File: config.mk
export PLATFORM = sky130hd
export DESIGN_NAME = image_writer
export DESIGN_NICKNAME = d
export VERILOG_FILES = /design/src/rtl/image_writer.sv
export SDC_FILE = /design/constraint.sdc
export NUM_CORES = 1
export LEC_CHECK = 0
export ABC_AREA = 1
export CAP_MARGIN = 20
export CORE_AREA = 2 2 80 82
export DETAILED_ROUTE_END_ITERATION = 12
export DIE_AREA = 0 0 82 84
export GPL_TIMING_DRIVEN = 1
export PLACE_DENSITY = 0.86
export SKIP_LAST_GASP = 1
export SLEW_MARGIN = 40
export SYNTH_ARGS = -nofsm -noshare
export SYNTH_HDL_FRONTEND = slang
export SYNTH_SLANG_ARGS = --single-unit
File: constraint.sdc
create_clock -name clk_i -period 2 [get_ports clk_i]
set_input_delay 0.2 -clock clk_i [delete_from_list [all_inputs] [get_ports clk_i]]
set_output_delay 0.2 -clock clk_i [all_outputs]
set_load 0.01 [all_outputs]
File: src/rtl/image_writer.sv
// Disk-image write-back path: copies one 512-byte host sector buffer into SRAM
// at the image location derived from the sector LBA.
module image_writer #(
  parameter int unsigned LBA_OFFSET  = 256,
  parameter int unsigned BUF_LATENCY = 1,
  parameter int unsigned SRAM_AW     = 19
) (
  input  logic               clk_i,
  input  logic               reset_i,
  input  logic [31:0]        sd_lba,
  input  logic [1:0]         sd_rd,
  input  logic [1:0]         sd_wr,
  output logic               sd_ack,
  output logic [8:0]         sd_buff_addr,
  input  logic [7:0]         sd_buff_din,
  output logic [SRAM_AW-1:0] sram_addr_o,
  output logic [7:0]         sram_data_o,
  output logic               sram_we_o,
  output logic               busy_o,
  output logic               done_o,
  output logic               err_o
);

  localparam int unsigned SW = SRAM_AW - 9;
  localparam logic [1:0] WAIT_LOAD = 2'(BUF_LATENCY);

  localparam logic [2:0] S_IDLE  = 3'd0;
  localparam logic [2:0] S_ADDR  = 3'd1;
  localparam logic [2:0] S_WAIT  = 3'd2;
  localparam logic [2:0] S_LATCH = 3'd3;
  localparam logic [2:0] S_WE    = 3'd4;
  localparam logic [2:0] S_HOLD  = 3'd5;
  localparam logic [2:0] S_DONE  = 3'd6;

  logic [2:0]         state_q, state_d;
  logic [8:0]         idx_q, idx_d;
  logic [1:0]         wait_q, wait_d;
  logic [SW-1:0]      sector_q, sector_d;
  logic               ovf_q, ovf_d;
  logic               ack_q, ack_d;
  logic [8:0]         baddr_q, baddr_d;
  logic [SRAM_AW-1:0] saddr_q, saddr_d;
  logic [7:0]         sdata_q, sdata_d;
  logic               done_q, done_d;
  logic               err_q, err_d;

  logic [16:0]        lba_lo, lba_map;
  logic [SW-1:0]      map_sector;
  logic               map_ovf;

  // Read requests, the upper write bit and the high LBA bits play no part here.
  logic unused_inputs;
  assign unused_inputs = ^{sd_rd, sd_wr[1], sd_lba[31:17]};

  // Strict greater-than: LBA_OFFSET itself maps unchanged.
  always_comb begin
    lba_lo     = sd_lba[16:0];
    lba_map    = (lba_lo > 17'(LBA_OFFSET)) ? (lba_lo - 17'(LBA_OFFSET)) : lba_lo;
    map_sector = lba_map[SW-1:0];
    map_ovf    = (lba_map >> SW) != '0;
  end

  always_comb begin
    state_d  = state_q;
    idx_d    = idx_q;
    wait_d   = wait_q;
    sector_d = sector_q;
    ovf_d    = ovf_q;
    ack_d    = ack_q;
    baddr_d  = baddr_q;
    saddr_d  = saddr_q;
    sdata_d  = sdata_q;
    done_d   = 1'b0;
    err_d    = err_q;
    case (state_q)
      S_IDLE: begin
        if (sd_wr[0]) begin
          ack_d    = 1'b1;
          idx_d    = '0;
          sector_d = map_sector;
          ovf_d    = map_ovf;
          err_d    = map_ovf;
          state_d  = S_ADDR;
        end
      end
      S_ADDR: begin
        baddr_d = idx_q;
        wait_d  = WAIT_LOAD;
        state_d = S_WAIT;
      end
      S_WAIT: begin
        wait_d = wait_q - 2'd1;
        if (wait_q <= 2'd1) begin
          wait_d  = '0;
          state_d = S_LATCH;
        end
      end
      S_LATCH: begin
        sdata_d = sd_buff_din;
        saddr_d = {sector_q, idx_q};
        state_d = S_WE;
      end
      S_WE: begin
        state_d = S_HOLD;
      end
      S_HOLD: begin
        if (idx_q == 9'd511) begin
          state_d = S_DONE;
        end else begin
          idx_d   = idx_q + 9'd1;
          state_d = S_ADDR;
        end
      end
      S_DONE: begin
        ack_d   = 1'b0;
        done_d  = 1'b1;
        state_d = S_IDLE;
      end
      default: begin
        state_d = S_IDLE;
      end
    endcase
  end

  always_ff @(posedge clk_i) begin
    if (reset_i) begin
      state_q  <= S_IDLE;
      idx_q    <= '0;
      wait_q   <= '0;
      sector_q <= '0;
      ovf_q    <= 1'b0;
      ack_q    <= 1'b0;
      baddr_q  <= '0;
      saddr_q  <= '0;
      sdata_q  <= '0;
      done_q   <= 1'b0;
      err_q    <= 1'b0;
    end else begin
      state_q  <= state_d;
      idx_q    <= idx_d;
      wait_q   <= wait_d;
      sector_q <= sector_d;
      ovf_q    <= ovf_d;
      ack_q    <= ack_d;
      baddr_q  <= baddr_d;
      saddr_q  <= saddr_d;
      sdata_q  <= sdata_d;
      done_q   <= done_d;
      err_q    <= err_d;
    end
  end

  // Strobe is decoded from state so a reset drops it on the very next edge.
  assign sram_we_o    = (state_q == S_WE) && !ovf_q;
  assign busy_o       = (state_q != S_IDLE);
  assign sd_ack       = ack_q;
  assign sd_buff_addr = baddr_q;
  assign sram_addr_o  = saddr_q;
  assign sram_data_o  = sdata_q;
  assign done_o       = done_q;
  assign err_o        = err_q;

endmodule

==> reports/results.txt <==
The tools report the HPWL after detailed placement as 4420 um. Measured in cells, the most critical reg-to-reg path has a length of 12. Between clock sinks in the finished design, the worst skew comes to 0.0109 ns. For this run, the total global-route usage over all layers was measured as 18.8%. The boundary pin count was 87. Setup slack on the worst reg-to-reg path comes out at 0.03 ns. The clock buffer count from CTS was 9.

The type of the setup path with the least slack was reg2reg. The part of the cycle the worst path needs is 98.7%. For this run, the number of standard cells in the final layout without fillers is 507. For this design the ratio of total power to cell area is 850 mW/mm^2.

Compound-gate portion of the synthesized area: 19.9%. Across all layers, the routed design uses 2,517 vias. After Yosys synthesis, full adders, half adders and majority gates account for 1.90% of the synthesized area.

In this run the static leakage power is 0.00153 uW. The synthesized netlist contains 31 unique library cells. Post-layout minimum cycle time: 1.97 ns.

Combinational logic is responsible for 18.7% of the overall power. Max-cap violations in this run came to 0. The area of the multi-input gates is 0.00112 sq mm, and the number of global-route vias before repair is 2,337.

The run finished with clean final reports. The clock sink total is 63, and the share of flip-flops with an asynchronous set or reset after synthesis is 0%. The tools report the total setup violations reported at the end of the flow as 0. The relative max-transition margin is 70.5%. After clock tree synthesis, the flow added hold-fix buffers numbering 0. In this run the mean area of a mapped cell was 7.50 sq um. The net switching power was 829 uW; the XOR/XNOR share of the synthesized area was 0.332%. In this run the remaining antenna-violating nets after routing total 0. For the register share of total power, the log shows 45.8%. The detail-routed net length per standard cell came out at 12.4 um.

For the worst setup path, the data required time is 2.23 ns. The sequential element share of the synthesized area was 47.8%; the number of max-slew violations in the final report was 0. Origin of the critical flop-to-flop path: idx_q[3]. Using the TritonRoute via totals, the vias-per-cell ratio works out to 4.96. Data on the critical path arrives at its endpoint at 2.20 ns. The routed design has 6270 um of wire.

The clock network accounts for 35.5% of the total power. The initial utilization of the core area, before any placement, comes to 43.3%. Once layout is complete, the utilization of the core stands at 60.2%. End point of the worst hold path: sram_data_o[4].

The area growth from synthesis to final layout works out to 39.0%. The worst hold path belongs to the class in2reg. Net switching is 26.6% of the power.

After synthesis, the largest family of logic cells by area is compound AO/OA/AOI/OAI gates. The count of yosys warnings during synthesis was 0; the internal power component was 2290 uW. The die is 84 um tall. The total area inside the core boundary comes to 0.00610 sq mm. Of the cells placed in the final design, the portion with a size suffix greater than 1 is 10.5%.

For the count of inserted antenna diode cells, the log shows 0. The wire length of the first global-routing pass was 10,000 um; the total area of sequential cells was 0.00126 sq mm. TritonCTS built the clock tree.

The worst-case IR drop observed on VDD is 0.569 mV. The worst hold path was traced through 3 stages. Derived from the worst setup path, the maximum achievable clock frequency is 506 MHz. From left edge to right edge, the die measures 82 um. In this run the critical register-to-register path is captured at idx_q[0].

Counting every net in the synthesized netlist gives 402. At the pin with the least slew margin, the transition time is 0.440 ns. Setup slack closes at 0.0252 ns.

The tools report the endpoint type of the worst setup path as a register. After detailed placement, the design holds a cell count of 489. The congestion estimate from routability-driven global placement came to 0.901.

The count of state elements after synthesis was 63. Counting flops with a built-in enable in the synthesized netlist gives 0. The fraction of synthesized area in multiplexers works out to 0%. The logs give 553 for the final-layout fill cell count and 476 for the number of nets in the finished design. In this run the deepest clock path goes through 2 buffers.

The count of H-tree levels built during CTS came out at 3. Top flip-flop cell by instance count after synthesis: sky130_fd_sc_hd__dfxtp_1. After Yosys synthesis, and, or, nand and nor cells account for 19.7% of the synthesized area. The number of buffer cells added on primary ports is 68. The number of antenna violations at the first check in global routing is 0, and the overall overflow remaining after global route is 0. The mapped netlist covers 0.00264 sq mm. The number of design-rule violations left by the first detailed-router iteration was 177; the clock insertion delay at the later pin of the skew report was 0.35 ns. Launching element type of the critical path: a register. The largest fanout on the critical path works out to 7.

The first detailed-routing pass ran for 4 iterations. In this run the clock root is driven by a sky130_fd_sc_hd__clkbuf_8. The cell count after synthesis came out at 352. Power comes to 3120 uW. In this run the core area contains 29 standard-cell rows. Entering global routing, the biggest net connects 33 pins. Clock-pin slew was measured on the worst setup and hold paths at 0.07 ns.

For this run, design rule violations remaining after detail routing come to 0. Full die area: 0.00689 sq mm. The startpoint identified for the worst hold timing path is sd_buff_din[4].

The worst-case setup slack after placement is 0.00398 ns, and the count of final hold-check violations is 0.
==> placed cells by master (no fill, tap or decap), drive strengths merged <==
master	synthesis	layout
nor2	46	46
a31oi	2	2
nand3b	1	1
ha	4	4
nor3	3	3
a211oi	3	3
nand4	2	2
bufinv	0	1
nand3	20	20
clkdlybuf4s50	0	68
and2	1	1
o221a	1	1
clkinvlp	0	1
clkbuf	9	12
xor2	1	1
o22ai	2	2
a21oi	41	41
o21ai	48	48
dfxtp	63	63
nand2	42	42
o21a	1	1
buf	6	10
o211ai	1	1
inv	55	55
clkinv	0	1
==> critical path: stages, from the launching register on <==
cell and delay (ns):
sky130_fd_sc_hd__dfxtp_2 0.36, sky130_fd_sc_hd__nand2_2 0.09, sky130_fd_sc_hd__nor3_4 0.29, sky130_fd_sc_hd__nand3_2 0.11, sky130_fd_sc_hd__nor2_1 0.12, sky130_fd_sc_hd__ha_1 0.17
sky130_fd_sc_hd__inv_1 0.07, sky130_fd_sc_hd__nor2_1 0.13, sky130_fd_sc_hd__inv_2 0.07, sky130_fd_sc_hd__nand2_4 0.13, sky130_fd_sc_hd__inv_2 0.07, sky130_fd_sc_hd__o211ai_1 0.17
sky130_fd_sc_hd__inv_1 0.07
==> power by group through the flow <==
stage                     registers [uW]  logic (uW)  clock network (uW)
after floorplan                     1470         268                   0
after global placement              1450         547                   0
after detailed placement            1450         563                   0
after CTS                           1430         565                1110
after global routing                1440         645                1190
final                               1430         584                1110
==> state kept, by name, indices dropped and copies added (netlist names) <==
name	count
idx_q	9
sector_q	10
sd_ack	1
state_q	3
err_o	1
wait_q	2
sd_buff_addr	9
sram_addr_o	19
done_o	1
sram_data_o	8
==> layout make-up <==
class,count,area share (%)
clock buffers,12,4.23
clock inverters,3,1.16
inverters,55,5.63
multi-input cells,219,30.6
flip-flops and latches,63,34.5
well taps,77,2.63
repair buffers,78,21.3
==> worst max-delay path by stage <==
stage / from / endpoint / slack [ns] / cells past startpoint
final: idx_q[3] / idx_q[0] / 0.03 / 12
after global routing: idx_q[3] / idx_q[5] / -0.16 / 14
after CTS: idx_q[5] / idx_q[0] / 0.07 / 12
after detailed placement: idx_q[5] / idx_q[0] / 0.004 / 12
after global placement: idx_q[5] / idx_q[0] / 0.13 / 12
after floorplan: idx_q[5] / idx_q[0] / 0.30 / 12
==> stage by stage <==
step           setup TNS (ns)  hold WS [ns]  area, sq um
3_3_place_gp                0         0.432         3410
2_1_floorplan               0         0.334         2640
4_1_cts                     0         0.445         3620
6_report                    0         0.445         3670
3_5_place_dp                0         0.440         3410
5_1_grt                -0.914         0.465         3670
==> logic make-up (layout without fill, tap and decap cells) <==
logic type / after synthesis / in the layout
AOI/OAI and AO/OA: 99 / 99
buffers and inverters: 70 / 148
and+or+nand+nor: 115 / 115
adders and majority gates: 4 / 4
xor gates and xnor gates: 1 / 1
DFF: 63 / 63
==> metal layers <==
metal	routed length, um	part of all wire [%]	GRT usage, %	vias to the layer above
met2	3080	49	29.8	69
li1	-	-	-	1286
met5	0	0	0	-
met3	351	5.6	7.14	13
met4	133	2.1	8.48	0
met1	2710	43	22.1	1149
==> synthesized netlist by cell type (4+ instances only) <==
master	count	area [sq um]
sky130_fd_sc_hd__nand2_1	40	150
sky130_fd_sc_hd__o21ai_0	48	240
sky130_fd_sc_hd__inv_1	51	191
sky130_fd_sc_hd__nor2_1	43	161
sky130_fd_sc_hd__a21oi_1	41	205
sky130_fd_sc_hd__buf_2	5	25.0
sky130_fd_sc_hd__inv_2	4	15.0
sky130_fd_sc_hd__dfxtp_1	63	1260
sky130_fd_sc_hd__clkbuf_1	8	30.0
sky130_fd_sc_hd__ha_1	4	50.1
sky130_fd_sc_hd__nand3_1	18	90.1
==> repair_timing <==
item,in CTS,in global routing
endpoints found under the setup margin,1,9
pin swaps,0,2
buffers inserted,0,3
resized for setup,1,7
hold endpoints to repair,0,0
No activity file was read; power rests on OpenSTA's default activity.
